**config.mk**
```make
export PLATFORM = sky130hd
export DESIGN_NAME = multicycle_control_fsm
export DESIGN_NICKNAME = d
export VERILOG_FILES = /design/src/rtl/multicycle_control_fsm.sv
export SDC_FILE = /design/constraint.sdc
export NUM_CORES = 1
export LEC_CHECK = 0
export BUFFER_PORTS_ARGS = -buffer_cell sky130_fd_sc_hd__buf_2
export CAP_MARGIN = 0
export CORE_ASPECT_RATIO = 1.5
export CORE_MARGIN = 2
export CORE_UTILIZATION = 53
export DETAILED_ROUTE_END_ITERATION = 12
export GPL_ROUTABILITY_DRIVEN = 0
export PLACE_DENSITY = 0.75
export SLEW_MARGIN = 25
export SYNTH_ARGS = -nofsm -noshare
export SYNTH_HDL_FRONTEND = slang
export SYNTH_SLANG_ARGS = --single-unit
export TNS_END_PERCENT = 50
```
**constraint.sdc**
```tcl
create_clock -name clk -period 2.4 [get_ports clk]
set_input_delay 0.6 -clock clk [delete_from_list [all_inputs] [get_ports clk]]
set_output_delay 0.6 -clock clk [all_outputs]
set_load 0.01 [all_outputs]
```
**src/rtl/multicycle_control_fsm.sv**
```systemverilog
// Multi-cycle RV32I control sequencer: FETCH/DECODE/EXECUTE/MEM/WRITEBACK with a
// memory request/ready handshake, wait-state timeout and a sticky trap.
module multicycle_control_fsm #(
    parameter int TIMEOUT_CYCLES = 16,
    parameter bit EN_UPPER       = 1'b1,
    parameter bit EN_LOADSTORE   = 1'b1
) (
    input  logic       clk,
    input  logic       rst,
    input  logic [6:0] opcode,
    input  logic       alu_zero,
    input  logic       mem_ready,
    output logic       mem_req,
    output logic       mem_we,
    output logic       ir_write,
    output logic       pc_write,
    output logic [1:0] pc_src,
    output logic [1:0] alu_src_a,
    output logic [1:0] alu_src_b,
    output logic [1:0] alu_op,
    output logic       reg_write,
    output logic [1:0] result_src,
    output logic       trap,
    output logic [1:0] trap_cause,
    output logic [3:0] state_o
);

    typedef enum logic [3:0] {
        S_FETCH   = 4'd0,
        S_DECODE  = 4'd1,
        S_EXEC_R  = 4'd2,
        S_EXEC_I  = 4'd3,
        S_MEMADDR = 4'd4,
        S_MEMRD   = 4'd5,
        S_MEMWB   = 4'd6,
        S_MEMWR   = 4'd7,
        S_ALUWB   = 4'd8,
        S_BRANCH  = 4'd9,
        S_JAL     = 4'd10,
        S_JALR    = 4'd11,
        S_UPPER   = 4'd12,
        S_TRAP    = 4'd15
    } state_t;

    localparam logic [6:0] OP_R      = 7'b0110011;
    localparam logic [6:0] OP_I      = 7'b0010011;
    localparam logic [6:0] OP_LOAD   = 7'b0000011;
    localparam logic [6:0] OP_STORE  = 7'b0100011;
    localparam logic [6:0] OP_BRANCH = 7'b1100011;
    localparam logic [6:0] OP_JAL    = 7'b1101111;
    localparam logic [6:0] OP_JALR   = 7'b1100111;
    localparam logic [6:0] OP_LUI    = 7'b0110111;
    localparam logic [6:0] OP_AUIPC  = 7'b0010111;

    localparam logic [1:0] CAUSE_ILLEGAL = 2'b01;
    localparam logic [1:0] CAUSE_TIMEOUT = 2'b10;
    localparam logic [7:0] TMO_LAST      = 8'(TIMEOUT_CYCLES - 1);

    state_t     state, state_nx;
    logic [7:0] wait_cnt;
    logic [1:0] cause_q, cause_nx;
    // Remembers the decoded sub-kind: store (in MEMADDR) or LUI (in UPPER).
    logic       sub_q, sub_nx;
    logic       req_state, timed_out;

    // Handshake: mem_req rises on entering a request state and stays high until
    // the cycle mem_ready is seen; only reset or a timeout trap may drop it early.
    assign req_state = (state == S_FETCH) || (state == S_MEMRD) || (state == S_MEMWR);
    assign timed_out = req_state && !mem_ready && (wait_cnt == TMO_LAST);

    always_comb begin
        state_nx = state;
        cause_nx = cause_q;
        sub_nx   = sub_q;
        case (state)
            S_FETCH: begin
                if (mem_ready) begin
                    state_nx = S_DECODE;
                end else if (timed_out) begin
                    state_nx = S_TRAP;
                    cause_nx = CAUSE_TIMEOUT;
                end
            end
            S_DECODE: begin
                state_nx = S_TRAP;
                cause_nx = CAUSE_ILLEGAL;
                case (opcode)
                    OP_R:      begin state_nx = S_EXEC_R; cause_nx = cause_q; end
                    OP_I:      begin state_nx = S_EXEC_I; cause_nx = cause_q; end
                    OP_BRANCH: begin state_nx = S_BRANCH; cause_nx = cause_q; end
                    OP_JAL:    begin state_nx = S_JAL;    cause_nx = cause_q; end
                    OP_JALR:   begin state_nx = S_JALR;   cause_nx = cause_q; end
                    OP_LOAD, OP_STORE: begin
                        if (EN_LOADSTORE) begin
                            state_nx = S_MEMADDR;
                            cause_nx = cause_q;
                            sub_nx   = (opcode == OP_STORE);
                        end
                    end
                    OP_LUI, OP_AUIPC: begin
                        if (EN_UPPER) begin
                            state_nx = S_UPPER;
                            cause_nx = cause_q;
                            sub_nx   = (opcode == OP_LUI);
                        end
                    end
                    default: ;
                endcase
            end
            S_EXEC_R, S_EXEC_I, S_UPPER: state_nx = S_ALUWB;
            S_MEMADDR: state_nx = sub_q ? S_MEMWR : S_MEMRD;
            S_MEMRD, S_MEMWR: begin
                if (mem_ready) begin
                    state_nx = (state == S_MEMRD) ? S_MEMWB : S_FETCH;
                end else if (timed_out) begin
                    state_nx = S_TRAP;
                    cause_nx = CAUSE_TIMEOUT;
                end
            end
            S_ALUWB, S_MEMWB, S_BRANCH, S_JAL, S_JALR: state_nx = S_FETCH;
            S_TRAP: state_nx = S_TRAP;
            default: state_nx = S_FETCH;
        endcase
    end

    always_ff @(posedge clk or posedge rst) begin
        if (rst) begin
            state    <= S_FETCH;
            wait_cnt <= '0;
            cause_q  <= 2'b00;
            sub_q    <= 1'b0;
        end else begin
            state   <= state_nx;
            cause_q <= cause_nx;
            sub_q   <= sub_nx;
            if (state_nx != state) begin
                wait_cnt <= '0;
            end else if (req_state && !mem_ready) begin
                wait_cnt <= wait_cnt + 8'd1;
            end
        end
    end

    // Controls decode from state; FETCH and BRANCH also fold in mem_ready/alu_zero.
    // Everything is forced low while rst is held, even though state already reads FETCH.
    always_comb begin
        mem_req    = 1'b0;
        mem_we     = 1'b0;
        ir_write   = 1'b0;
        pc_write   = 1'b0;
        pc_src     = 2'b00;
        alu_src_a  = 2'b00;
        alu_src_b  = 2'b00;
        alu_op     = 2'b00;
        reg_write  = 1'b0;
        result_src = 2'b00;
        trap       = 1'b0;
        trap_cause = cause_q;
        state_o    = state;
        if (!rst) begin
            case (state)
                S_FETCH: begin
                    mem_req  = 1'b1;
                    ir_write = mem_ready;
                    pc_write = mem_ready;
                end
                S_DECODE: alu_src_b = 2'b01;
                S_EXEC_R: begin
                    alu_src_a = 2'b01;
                    alu_op    = 2'b10;
                end
                S_EXEC_I: begin
                    alu_src_a = 2'b01;
                    alu_src_b = 2'b01;
                    alu_op    = 2'b10;
                end
                S_MEMADDR: begin
                    alu_src_a = 2'b01;
                    alu_src_b = 2'b01;
                end
                S_MEMRD: mem_req = 1'b1;
                S_MEMWB: begin
                    reg_write  = 1'b1;
                    result_src = 2'b01;
                end
                S_MEMWR: begin
                    mem_req = 1'b1;
                    mem_we  = 1'b1;
                end
                S_ALUWB: reg_write = 1'b1;
                S_BRANCH: begin
                    alu_src_a = 2'b01;
                    alu_op    = 2'b01;
                    pc_write  = alu_zero;
                    pc_src    = 2'b01;
                end
                S_JAL: begin
                    reg_write  = 1'b1;
                    result_src = 2'b10;
                    pc_write   = 1'b1;
                    pc_src     = 2'b01;
                end
                S_JALR: begin
                    alu_src_a  = 2'b01;
                    alu_src_b  = 2'b01;
                    reg_write  = 1'b1;
                    result_src = 2'b10;
                    pc_write   = 1'b1;
                    pc_src     = 2'b10;
                end
                S_UPPER: begin
                    alu_src_a = sub_q ? 2'b10 : 2'b00;
                    alu_src_b = 2'b01;
                end
                S_TRAP: trap = 1'b1;
                default: ;
            endcase
        end
    end

endmodule

```
# Yosys cells after proc, flatten, opt, wreduce, memory -nomap -nowiden
# Index checks and enable logic that the tools add are counted.
classes:
  add_sub_neg: 1
  eq_ne: 27
  muxes: 37
  reduce_logical: 23
op_table:
  columns: ["op", "n"]
  rows:
  - ["case mux 4 bit (7 select lines)", 1]
  - ["equality test 4 bit (second input constant)", 6]
  - ["case mux 4 bit (6 select lines)", 1]
  - ["equality test 7 x 6 -> 1 bit (second input constant)", 3]
  - ["equality test 7 bit (second input constant)", 3]
  - ["case mux 2 bit (2 select lines)", 5]
  - ["two-way mux 2 bit", 9]
  - ["equality test 4 x 3 -> 1 bit (second input constant)", 4]
  - ["two-way mux 8 bit", 2]
  - ["equality test 7 x 5 -> 1 bit (second input constant)", 2]
  - ["two-way mux 1 bit", 13]
  - ["two-way mux 4 bit", 3]
  - ["OR reduction 2 bit", 6]
  - ["OR reduction 5 bit", 2]
  - ["OR reduction 9 bit", 1]
  - ["adder 8 x 1 -> 8 bit (second input constant)", 1]
  - ["equality test 4 x 2 -> 1 bit (second input constant)", 2]
  - ["equality test 8 x 4 -> 1 bit (second input constant)", 1]
  - ["equality test 7 x 2 -> 1 bit (second input constant)", 1]
  - ["nonzero test 2 bit", 3]
  - ["OR reduction 3 bit", 2]
  - ["equality test 4 x 1 -> 1 bit (second input constant)", 1]
  - ["logical NOT 4 bit", 1]
  - ["!= test 2 bit (second input constant)", 2]
  - ["11 further kinds", 13]
word_totals:
  reg_bits: 15
  in_bits: 11
  output_inout_bits: 22
  word_cells: 92

# Depth between registers and ports, before layout
# Gate-level depths: netlist of the first run.
depth:
  word_depth: 10
  depth_mapped: 8
  mapped_depth_nobuf: 7

# Least setup slack after synthesis of the first run
# Ideal clock, no wire load.
synth_path:
  kind: "in2out"
  from: "input port rst"
  to: "output port reg_write"
  arrival_ns: 1.737
  required_ns: 1.800
  slack_ns: 0.063
  path_stages: 5
  path_buffers: 0
  path_cell_list: "inv_1 -> nand2_1 -> nor3_1 -> a31oi_1 -> a21oi_1"
synth_via:
  elab_chain_cells: 1
synth_lines:
  columns: ["element", "line", "text"]
  rows:
  - ["start: declaration", "9", "input logic rst,"]
  - ["two-way mux 1 bit", "160", "if (!rst) begin"]
  - ["end: declaration", "21", "output logic reg_write,"]
# No other way between the ends.

# Final worst setup path of the first run
layout_path:
  from: "register state[2], in the netlist state_o[2]"
  to: "output port reg_write"
layout_via:
  elab_chain_cells: 4
  elab_cells_between_ends: 7
  cone_classes: "4 x eq/ne; 2 x mux; 1 x reduce/logical"
layout_lines:
  columns: ["element", "line", "text"]
  rows:
  - ["start: declaration", "59", "state_t state, state_nx;"]
  - ["start signal: assignment", "133", "state <= state_nx;"]
  - ["equality test 4 bit / equality test 4 x 3 -> 1 bit (equally long branches)", "161", "case (state)"]
  - ["OR reduction 4 bit (no line) *", null, null]
  - ["two-way mux 1 bit *", "161", null]
  - ["two-way mux 1 bit *", "160", null]
# Mark *: on every way between the ends. The rest lies on a longest branch, timed or not.

==> results.md, run 1 <==
- Detailed routing inserted a total of 1,407 vias.
- The flip-flop and latch count after synthesis is 15.
- Dividing the detail-routed via count by the number of cells gives 6.51.
- In the layout the commonest cells are sky130_fd_sc_hd__buf_2 (31), sky130_fd_sc_hd__nor3_1 (15), sky130_fd_sc_hd__nor2_1 (12), sky130_fd_sc_hd__dfrtp_1 (12).
- The relative area change from synthesis to final layout is 14.4%.
- The total congestion overflow is 0.
- The number of pins exceeding their max-slew limit in the final report is 0.
- Timing analysis after detailed placement gives a worst setup slack of 0.102 ns.
- The Yosys warning count is 0.
- The critical path in this run is classified as reg -> out.
- A synthesized cell averages 8.58 um2.
- The buffers inserted during post-CTS setup optimization is 0.
- The floorplan step defined a die boundary enclosing 2970 um2.
- The worst setup path is captured at an output pin.
- The share of layout cells above drive strength 1 is 34.4%.
- The net count of the mapped netlist is 169.
- CTS built an H-tree with a depth of 1.
- The gate count of the mapped netlist is 157.
- The floorplan has 22 rows.
- The number of antenna violations at the first check in global routing was 0.
- The tool flagged a number of max-cap violations equal to 0.
- The total number of nets in the final design is 205.
- For this design the static power due to leakage is 0.680 nW.
- 33 I/O pins were placed.
- In the synthesized netlist the async set-or-reset flop fraction comes to 100%.
- The clock skew is 0.00189 ns.
- Once layout is done, the placed cells without fillers occupy 1540 um2.
- Counting the fill cells in the layout gives 216.
- Total power for the finished layout comes to 0.00147 W.
- The routed wire length per instance is 16.4 um.
- The number of enable flip-flop cells after synthesis is 0.
- The worst slew margin relative to its limit is 64.1%.
- Data on the critical path arrives at its endpoint at 1.73 ns.
- The power density relative to cell area is 955 nW/um2.
- The clock tree from TritonCTS is yes.
- The die boundary width is 45.2 um.
- The final critical-path setup slack is 0.0656 ns.
- The worst register-to-register path has a setup slack of 0.23 ns.
- The number of sinks handled by clock tree synthesis is 15.
- The iteration count of the initial detailed-routing pass is 5.
- After clock tree synthesis, the clock-pin slew on the worst setup and hold paths is 0.09 ns.
- Across the VDD grid, the largest voltage drop is 0.528 mV.
- Once placement finished, the instance area stood at 1500 um2.
- The starting density of the core is 55.6%.
- The final cell utilization of the core is 63.6%.
- Entering global routing, the biggest net connects 16 pins.
- Setup violations remaining at the end of the flow were counted as 0.
- The transition at the pin with the smallest max-transition slack is 0.534 ns.
- After detailed routing, the total wire length is 3530 um.
- The distinct cell type count after synthesis is 55.
- Of the synthesized area, sequential elements account for 27.9%.
- The clock network latency to the later pin of the worst-skew pair is 0.27 ns.
- The total CTS buffers is 3.
- For the finished layout, the period the worst path requires is 2.33 ns.
- The run finished with clean final reports.
- The maximum number of buffers from clock root to sink is 2.
- The floorplan step set the die height to 65.8 um.
- The worst flop-to-flop path endpoint is wait_cnt[2].
- Based on the critical path, the design can be clocked at up to 428 MHz.
- The critical path launch point type is a flop.
- The most used flip-flop cell after synthesis is sky130_fd_sc_hd__dfrtp_1.
- Counting cells, the worst reg-to-reg path comes to 7.
- At the worst endpoint, the required time is 1.80 ns.
- The number of global-route vias before repair came to 1,346.
- The count of nets left with antenna violations once routing finished came out at 0.
- The global-route wire length before repair is 5820 um.
- In this run the tool buffered the top-level ports with 31 buffer cells.
- The DRC violations left is 0.
- The initial DRC count is 45.
- The largest fanout of any net on the critical path is 10.
- Setup repair after global routing could not meet its margin everywhere.
- The floorplan step defined a core boundary enclosing 2420 um2.
- The library cell used most frequently in the layout, excluding fill and tap cells, is sky130_fd_sc_hd__buf_2.
- Once detailed placement completed, the half-perimeter wirelength came to 2770 um.
- The hold violation count in the final report is 0.
- In this run the clock root is driven by a sky130_fd_sc_hd__clkbuf_4.
- The fraction of the cycle the final worst path needs is 97.3%.
- In this run the critical register-to-register path is launched from wait_cnt[0].
- The cell count after placement is 212.
- The tightest min-delay check is of the in -> async type.
- The repair_antennas step left the layout with diodes totalling 0.
- The cell area after technology mapping is 1350 um2.
- Once layout is complete, the cells apart from fillers number 216.
- Global routing used 25.8% of the available tracks.
## critical path: stages, from the launching register on
cell,delay (ns)
sky130_fd_sc_hd__dfrtp_2,0.50
sky130_fd_sc_hd__buf_4,0.20
sky130_fd_sc_hd__nand2b_1,0.10
sky130_fd_sc_hd__nor3_1,0.27
sky130_fd_sc_hd__a31oi_1,0.10
sky130_fd_sc_hd__a21oi_1,0.14
sky130_fd_sc_hd__buf_2,0.16
## layer usage
metal	part of all wire, %	track usage, %	vias up
met5	0	0	-
met1	37	30.7	666
met4	2.4	9.19	0
met3	6.6	2.20	16
met2	54	46.1	67
li1	-	-	658
## state kept, by name, summed over array words and instances (netlist names)
name / flops
state_o: 4
trap_cause: 2
sub_q: 1
wait_cnt: 8
## area by class of cell
cell class | count | area [um2] | share of cell area (%)
Multi-Input combinational cell | 126 | 850 | 55.1
Sequential cell | 15 | 379 | 24.6
Timing Repair Buffer | 42 | 238 | 15.4
Tap cell | 24 | 30.0 | 1.95
Clock buffer | 4 | 26.3 | 1.70
Inverter | 5 | 18.8 | 1.22
## through the flow
stage	hold WS (ns)	TNS [ns]
2_1_floorplan	0.494	0
3_3_place_gp	0.471	0
3_5_place_dp	0.491	0
4_1_cts	0.392	0
5_1_grt	0.429	-0.00622
6_report	0.406	0
## cell families (layout without fill, tap and decap cells)
| group | Yosys count | count (layout) | synth area share [%] |
|---|---|---|---|
| buf+inv | 16 | 51 | 10.1 |
| flops | 15 | 15 | 27.9 |
| other cells | 1 | 1 | 0.278 |
| compound gates | 36 | 36 | 19.5 |
| xor+xnor | 9 | 9 | 5.85 |
| fa+ha+maj | 1 | 1 | 0.928 |
| simple gates | 76 | 76 | 33.1 |
| mux | 3 | 3 | 2.32 |
## how the worst max path moves through the flow
stage / startpoint / cells after the start / end
CTS: state_o[1] / 4 / mem_req
global route: state_o[2] / 5 / alu_src_a[0]
finish: state_o[2] / 6 / reg_write
global placement: mem_ready / 7 / wait_cnt[0]
detailed placement: mem_ready / 7 / wait_cnt[2]
floorplan: rst / 5 / reg_write
## where the power goes
part / internal, W / leakage, nW / switching [W] / total, W
Sequential: 0.000298 / 0.195 / 0.000108 / 0.000406
Clock: 0.0000644 / 0.0150 / 0.0000771 / 0.000142
Combinational: 0.000371 / 0.470 / 0.000554 / 0.000925
## cell usage after synthesis (all sizes together) (2+ instances only)
cell type,count,area (um2)
inv,5,18.8
a31oi,4,25.0
o21ai,10,53.8
nand3,10,50.1
dfrtp,15,375
xor2,5,43.8
and3,2,13.8
nor2,12,45.0
nor2b,4,25.0
o211ai,2,28.8
buf,8,86.3
and4,2,17.5
nor3,18,100
or4b,2,20.0
nand2,12,47.6
nand4,2,12.5
a32oi,2,17.5
mux2i,2,20.0
clkbuf,3,31.3
a221oi,3,26.3
xnor2,4,35.0
nor4,2,27.5
a21oi,6,30.0
## timing repair
item	4_1_cts	5_1_grt
setup endpoints to repair	1	5
gates resized for setup	2	4
hold buffers	0	0
(Power assumes the default switching activity.)
==> inputs of run 2 (changes only) <==
RECOVER_POWER = 50   (was not set)
==> results.md, run 2 (synthesis gave the netlist of run 1 again) <==
- The flow ran to the end, and the final reports show no timing, DRC or antenna violations.
- The number of buffer and inverter instances along the worst setup path is 2 (unchanged).
- The total I/O pin count was 33 (unchanged).
- The iteration count of the initial detailed-routing pass is 4 (-1).
- Setup repair after global routing could not meet its margin everywhere.
- The DRC violations left is 0 (unchanged).
- The number of placement rows was 22 (unchanged).
- The number of sinks handled by clock tree synthesis is 15 (unchanged).
- The largest incremental delay on the critical path is 0.50 ns (about the same).
- The worst flop-to-flop path endpoint is wait_cnt[2].
- The global-route total usage across every layer is 25.8% (unchanged).
- The number of maximum-capacitance constraint violations is 0 (unchanged).
- The maximum frequency from static timing analysis was 432 MHz (+0.78%).
- The cell count after placement was 212 (unchanged).
- Relative to the synthesized area, the layout overhead comes to 13.4%.
- The power density relative to cell area was 962 nW/um2 (+0.72%).
- The cell at the slowest stage of the critical path is sky130_fd_sc_hd__dfrtp_2.
- Clock tree synthesis selected as its root buffer the cell sky130_fd_sc_hd__clkbuf_4.
- The total congestion overflow was 0 (unchanged).
- The initial DRC count was 55 (+22%).
- The total CTS buffers is 3 (unchanged).
- The worst setup slack after placement came to 0.102 ns (unchanged).
- The number of antenna violations at the first check in global routing is 0 (unchanged).
- The relative contribution of the clock network to total power came to 9.7% (about the same).
- The worst slew margin relative to its limit is 63.5% (-0.64 points).
- The transition at the pin with the smallest max-transition slack is 0.544 ns (+0.00959 ns).
- The H-tree depth reported by CTS came to 1 (unchanged).
- The largest fanout of any net on the critical path is 10 (unchanged).
- The arrival time reported for the critical path endpoint was 1.72 ns (about the same).
- The starting density of the core came to 55.6% (unchanged).
- The clock-pin slew on the worst setup and hold paths is 0.09 ns (about the same).
- The largest register by flop count is wait_cnt.
- The combinational cell fraction of total power is 62.6% (-0.2 points).
- The peak ir drop on the vdd network is 0.525 mV (-0.58%).
- The die boundary width came to 45.2 um (unchanged).
- The top cell types in the final layout, fill and taps aside, are sky130_fd_sc_hd__buf_2 (26), sky130_fd_sc_hd__nor3_1 (15), sky130_fd_sc_hd__nor2_1 (12), sky130_fd_sc_hd__dfrtp_1 (12), sky130_fd_sc_hd__nand2_1 (11).
- The clock network latency to the later pin of the worst-skew pair is 0.28 ns (about the same).
- The hold violation count in the final report is 0 (unchanged).
- The final worst hold slack is 0.425 ns (+0.0188 ns).
- The routed wire length per instance came to 16.3 um (-0.31%).
- The share of layout cells above drive strength 1 is 30.7% (-3.6 points).
- The total routed wirelength came to 3520 um (-0.31%).
- The HPWL after detailed placement came to 2770 um (unchanged).
- The number of global-route vias before repair was 1,346 (unchanged).
- The clock period minus final worst setup slack is 2.32 ns (-0.0182 ns).
- The critical path is of the reg -> out type.
- The launch instance of the worst register-to-register path is wait_cnt[0].
- The final cell utilization of the core was 63.1% (-0.57 points).
- The global-route wire length before repair is 5820 um (unchanged).
- The reg-to-reg setup timing slack is 0.23 ns (about the same).
- The port buffer count was 31 (unchanged).
- The die outline height came to 65.8 um (unchanged).
- The flip-flop count of the largest register after layout is 8 (unchanged).
- The switching share of total power is 50.4% (+0.17 points).
- The maximum number of buffers from clock root to sink is 2 (unchanged).
- The total core area is 2420 um2 (unchanged).
- The clock skew is 0.00143 ns (-0.000457 ns).
- The path category of the worst min-delay check is in -> async.
- The critical path launch point type is a flop.
- The fraction of the cycle the final worst path needs came to 96.5% (-0.76 points).
- The worst reg2reg path depth is 7 (unchanged).
- The data required time at the worst endpoint is 1.80 ns (about the same).
- Traced cell by cell, the critical path runs through buf_4 -> nand2b_1 -> nor3_1 -> a31oi_1 -> a21oi_1 -> buf_2.
- STA classifies the critical path endpoint as an output pin.
- The final critical-path setup slack is 0.0838 ns (+0.0182 ns).
- The final number of setup-violating endpoints is 0 (unchanged).
- The dominant delay contributor by cell family on the critical path is flip-flops.
- The design internal power came to 0.000730 W (-0.51%).
- TritonCTS built the clock tree.
- The sequential group share of total power is 27.6% (about the same).
- The via count is 1,402 (-0.36%).
- The most common cell after layout, fill and taps aside is sky130_fd_sc_hd__buf_2.
- The number of nets still failing antenna checks after routing is 0 (unchanged).
- The maximum number of pins on one net before global-route repair is 16 (unchanged).
- The count of antenna diodes in the layout was 0 (unchanged).
- The total number of nets in the final design is 205 (unchanged).
- The number of pins exceeding their max-slew limit in the final report is 0 (unchanged).
- The area enclosed by the die boundary is 2970 um2 (unchanged).
- The number of fillers in the final layout is 221 (+2.3%).
- The standby leakage power was 0.659 nW (-3.1%).
- The net switching power is 0.000740 W (+0.15%).
- The vias per cell was 6.49 (-0.36%).
- The count of non-filler cells in the finished layout is 216 (unchanged).
- The setup TNS after final layout came to 0 ns (unchanged).
- The post-cts hold buffer count was 0 (unchanged).
## run 2: cell count changes in the layout (fill, tap and decap cells not counted), sizes merged
cell / before / now
buf: 42 / 35
clkbuf: 4 / 11
## run 2: power groups by stage
| stage | Combinational (W) | Sequential [W] | Clock (W) |
|---|---|---|---|
| 2_1_floorplan | 0.000764 | 0.000343 | 0 |
| 3_3_place_gp | 0.000884 | 0.000401 | 0 |
| 3_5_place_dp | 0.000900 | 0.000401 | 0 |
| 4_1_cts | 0.000910 | 0.000398 | 0.000149 |
| 5_1_grt | 0.000999 | 0.000418 | 0.000155 |
| 6_report | 0.000920 | 0.000406 | 0.000143 |
## run 2: timing repair
item,4_1_cts,5_1_grt
endpoints found under the setup margin,1,5
buffers inserted,0,0
resized for setup,2,4
## run 2: worst max path at each step
stage          startpoint            to  depth (start not counted)
2_1_floorplan         rst     reg_write                          5
3_3_place_gp    mem_ready   wait_cnt[0]                          7
3_5_place_dp    mem_ready   wait_cnt[2]                          7
4_1_cts        state_o[1]       mem_req                          4
5_1_grt        state_o[2]  alu_src_a[0]                          5
6_report       state_o[2]     reg_write                          6
## run 2: final cells by class
| type | count | area [um2] | area share (%) |
|---|---|---|---|
| clock buffer | 4 | 26.3 | 1.72 |
| tap | 24 | 30.0 | 1.97 |
| timing repair buffer | 42 | 224 | 14.7 |
| inverter | 5 | 18.8 | 1.23 |
| sequential | 15 | 379 | 24.8 |
| multi-input combinational | 126 | 850 | 55.6 |
## run 2: per-stage QoR
step                power [W]  instance area (um2)
global placement      0.00129                 1500
floorplan             0.00111                 1350
global route          0.00157                 1530
detailed placement    0.00130                 1500
finish                0.00147                 1530
CTS                   0.00146                 1530
## run 2: worst register-to-register path: stages (launching register included)
cell                       delay (ns)
sky130_fd_sc_hd__dfrtp_1         0.40
sky130_fd_sc_hd__ha_1            0.22
sky130_fd_sc_hd__and4b_1         0.27
sky130_fd_sc_hd__nand2_2         0.06
sky130_fd_sc_hd__or3_1           0.35
sky130_fd_sc_hd__a311o_1         0.37
sky130_fd_sc_hd__o211ai_4        0.29
sky130_fd_sc_hd__nor3_1          0.09
## run 2: layer usage
metal / track usage (%) / share of wire [%] / vias up
li1: - / - / 657
met1: 30.7 / 39 / 672
met2: 46.1 / 54 / 60
met3: 2.20 / 5.1 / 13
met4: 9.19 / 1.8 / 0
met5: 0 / 0 / -
==> inputs of run 3 (changes only) <==
==> constraint.sdc (replaced) <==
create_clock -name clk -period 2.4 [get_ports clk]
set_input_delay 0.24 -clock clk [delete_from_list [all_inputs] [get_ports clk]]
set_output_delay 0.24 -clock clk [all_outputs]
set_load 0.01 [all_outputs]
==> results.md, run 3 (synthesis gave the netlist of run 1 again) <==
- The HPWL after detailed placement was 2750 um (-0.99%).
- The number of fillers in the final layout was 226 (+2.3%).
- The vias per cell is 6.54 (+0.75%).
- The die boundary width is 45.2 um (unchanged).
- The number of maximum-capacitance constraint violations was 0 (unchanged).
- The largest fanout of any net on the critical path came to 8 (-2).
- The data required time at the worst endpoint is 2.56 ns (+0.76 ns).
- CTS placed an instance of sky130_fd_sc_hd__clkbuf_4 at the clock tree root.
- The power density relative to cell area was 964 nW/um2 (+0.18%).
- The worst setup path is launched from a flop.
- The number of placement rows is 22 (unchanged).
- Leaving out fill and tap cells, the most frequent cell in the layout is sky130_fd_sc_hd__buf_2.
- The clock-pin slew on the worst setup and hold paths is 0.10 ns (about the same).
- The transition at the pin with the smallest max-transition slack is 0.648 ns (+0.104 ns).
- The count of antenna diodes in the layout is 0 (unchanged).
- The signal on the critical path passes through ha_2 -> and4b_1 -> nand2_2 -> or3_1 -> a311o_1 -> o211ai_4 -> nor3_1.
- The number of stages on the worst setup path is 7 (+1).
- The total I/O pin count is 33 (unchanged).
- The dominant delay contributor by cell family on the critical path is simple AND/OR/NAND/NOR gates.
- For this design, the slowest cell found on the critical path is sky130_fd_sc_hd__dfrtp_1.
- The worst setup path is of the reg -> reg kind.
- The total congestion overflow was 0 (unchanged).
- The storage element area is 375 um2 (-0.99%).
- The number of nets still failing antenna checks after routing is 0 (unchanged).
- The tightest min-delay check is of the in -> reg type.
- The number of buffer and inverter instances along the worst setup path is 0 (-2).
- The starting density of the core is 55.6% (unchanged).
- The hold violation count in the final report came to 0 (unchanged).
- The number of antenna violations at the first check in global routing is 0 (unchanged).
- The clock skew is 0.00486 ns (+0.00342 ns).
- The H-tree depth reported by CTS is 1 (unchanged).
- The clock period minus final worst setup slack is 2.25 ns (-0.0654 ns).
- Setup repair after global routing left no endpoint under its margin.
- The maximum frequency from static timing analysis is 444 MHz (+2.9%).
- The multi-input logic area is 842 um2 (-0.88%).
- The library cells used most frequently in the layout, excluding fill and tap cells, are sky130_fd_sc_hd__buf_2 (23), sky130_fd_sc_hd__nor3_1 (16), sky130_fd_sc_hd__dfrtp_1 (15), sky130_fd_sc_hd__nor2_1 (12), sky130_fd_sc_hd__nand2_1 (11).
- The number of sinks handled by clock tree synthesis came to 15 (unchanged).
- The fraction of the cycle the final worst path needs is 93.8% (-2.7 points).
- The number of global-route vias before repair was 1,311 (-2.6%).
- The reg-to-reg setup timing slack is 0.15 ns (-0.08 ns).
- The largest incremental delay on the critical path is 0.39 ns (-0.11 ns).
- The worst reg2reg path depth was 7 (unchanged).
- The launch instance of the worst register-to-register path is wait_cnt[1].
- The global-route wire length before repair came to 5930 um (+1.9%).
- The via count was 1,419 (+1.2%).
- The total number of nets in the final design is 206 (+0.49%).
- The share of layout cells above drive strength 1 was 26.9% (-3.8 points).
- The total cell area at the placement stage is 1480 um2 (-1.5%).
- The standby leakage power is 0.644 nW (-2.3%).
- The worst register-to-register path ends at wait_cnt[0].
- The worst slew margin relative to its limit is 56.8% (-6.7 points).
- The port buffer count came to 31 (unchanged).
- The setup TNS after final layout is 0 ns (unchanged).
- The arrival time reported for the critical path endpoint came to 2.41 ns (+0.69 ns).
- The total core area is 2420 um2 (unchanged).
- The global-route total usage across every layer is 26.2% (+0.44 points).
- The most critical setup path has its endpoint at wait_cnt[0].
- The first element of the critical path is wait_cnt[1].
- The relative area change from synthesis to final layout came to 13.3% (about the same).
- The largest register by flop count is wait_cnt.
- The flip-flop count of the largest register after layout is 8 (unchanged).
- The maximum number of buffers from clock root to sink is 2 (unchanged).
- The total routed wirelength is 3590 um (+2.0%).
- The maximum number of pins on one net before global-route repair is 24 (+8).
- The number of pins exceeding their max-slew limit in the final report was 0 (unchanged).
- The flow ran to the end, and the final reports show no timing, DRC or antenna violations.
- The area enclosed by the die boundary is 2970 um2 (unchanged).
- The iteration count of the initial detailed-routing pass came to 4 (unchanged).
- The routed wire length per instance came to 16.6 um (+1.5%).
- The final instance area is 1530 um2 (about the same).
- The peak ir drop on the vdd network came to 0.592 mV (+13%).
- The clock network latency to the later pin of the worst-skew pair is 0.30 ns (+0.02 ns).
- The total CTS buffers came to 3 (unchanged).
- The DRC violations left is 0 (unchanged).
- The final number of setup-violating endpoints is 0 (unchanged).
- The initial DRC count is 107 (+95%).
- TritonCTS built the clock tree.
- The endpoint kind of the worst setup timing path is a flop.
- The die outline height is 65.8 um (unchanged).
## run 3: changes by cell type in the layout (fill, tap and decap cells not counted), sizes merged
cell         before  now
buf              35   32
clkbuf           11   13
clkinvlp          0    1
dlygate4sd3       0    1
## run 3: worst min path at each step
stage	endpoint	cells past startpoint	start
after floorplan	state_o[0]	1	rst
after global placement	sub_q	2	rst
after detailed placement	sub_q	2	rst
after CTS	sub_q	2	opcode[5]
after global routing	sub_q	2	opcode[5]
final	sub_q	2	opcode[5]
## run 3: stage by stage
step / worst slack (ns) / cells / util, % / hold WS [ns] / total power, W
2_1_floorplan: 0.363 / 157 / - / 0.175 / 0.00111
3_3_place_gp: 0.174 / 209 / 60.9 / 0.206 / 0.00127
3_5_place_dp: 0.104 / 209 / 60.9 / 0.214 / 0.00129
4_1_cts: 0.0794 / 214 / 62.6 / 0.224 / 0.00146
5_1_grt: 0.0351 / 217 / 63.0 / 0.239 / 0.00158
6_report: 0.149 / 217 / 63.0 / 0.228 / 0.00147
## run 3: per-layer routing
layer	GRT usage [%]	vias up	wire length, um
met4	8.46	0	111
met3	2.75	15	239
met1	31.6	687	1340
li1	-	657	-
met2	46.6	60	1910
met5	0	-	0
## run 3: final cells by class
cell class / instances / area share, %
clock buffer: 3 / 1.48
timing repair buffer: 43 / 15.1
tap: 24 / 1.97
multi-input combinational: 126 / 55.2
inverter: 5 / 1.23
clock inverter: 1 / 0.492
sequential: 15 / 24.6
## run 3: where the power goes
part | internal, W | switching, W | total (W) | leakage [nW]
clock | 0.0000635 | 0.0000929 | 0.000156 | 0.0139
combinational | 0.000351 | 0.000599 | 0.000950 | 0.431
sequential | 0.000294 | 0.0000704 | 0.000365 | 0.199
## run 3: what timing repair did
| item | 4_1_cts | 5_1_grt |
|---|---|---|
| endpoints found under the hold margin | 3 | 0 |
| gates resized for setup | 0 | 2 |
| endpoints found under the setup margin | 0 | 8 |
| hold buffers | 1 | 0 |
| buffers inserted | 0 | 3 |
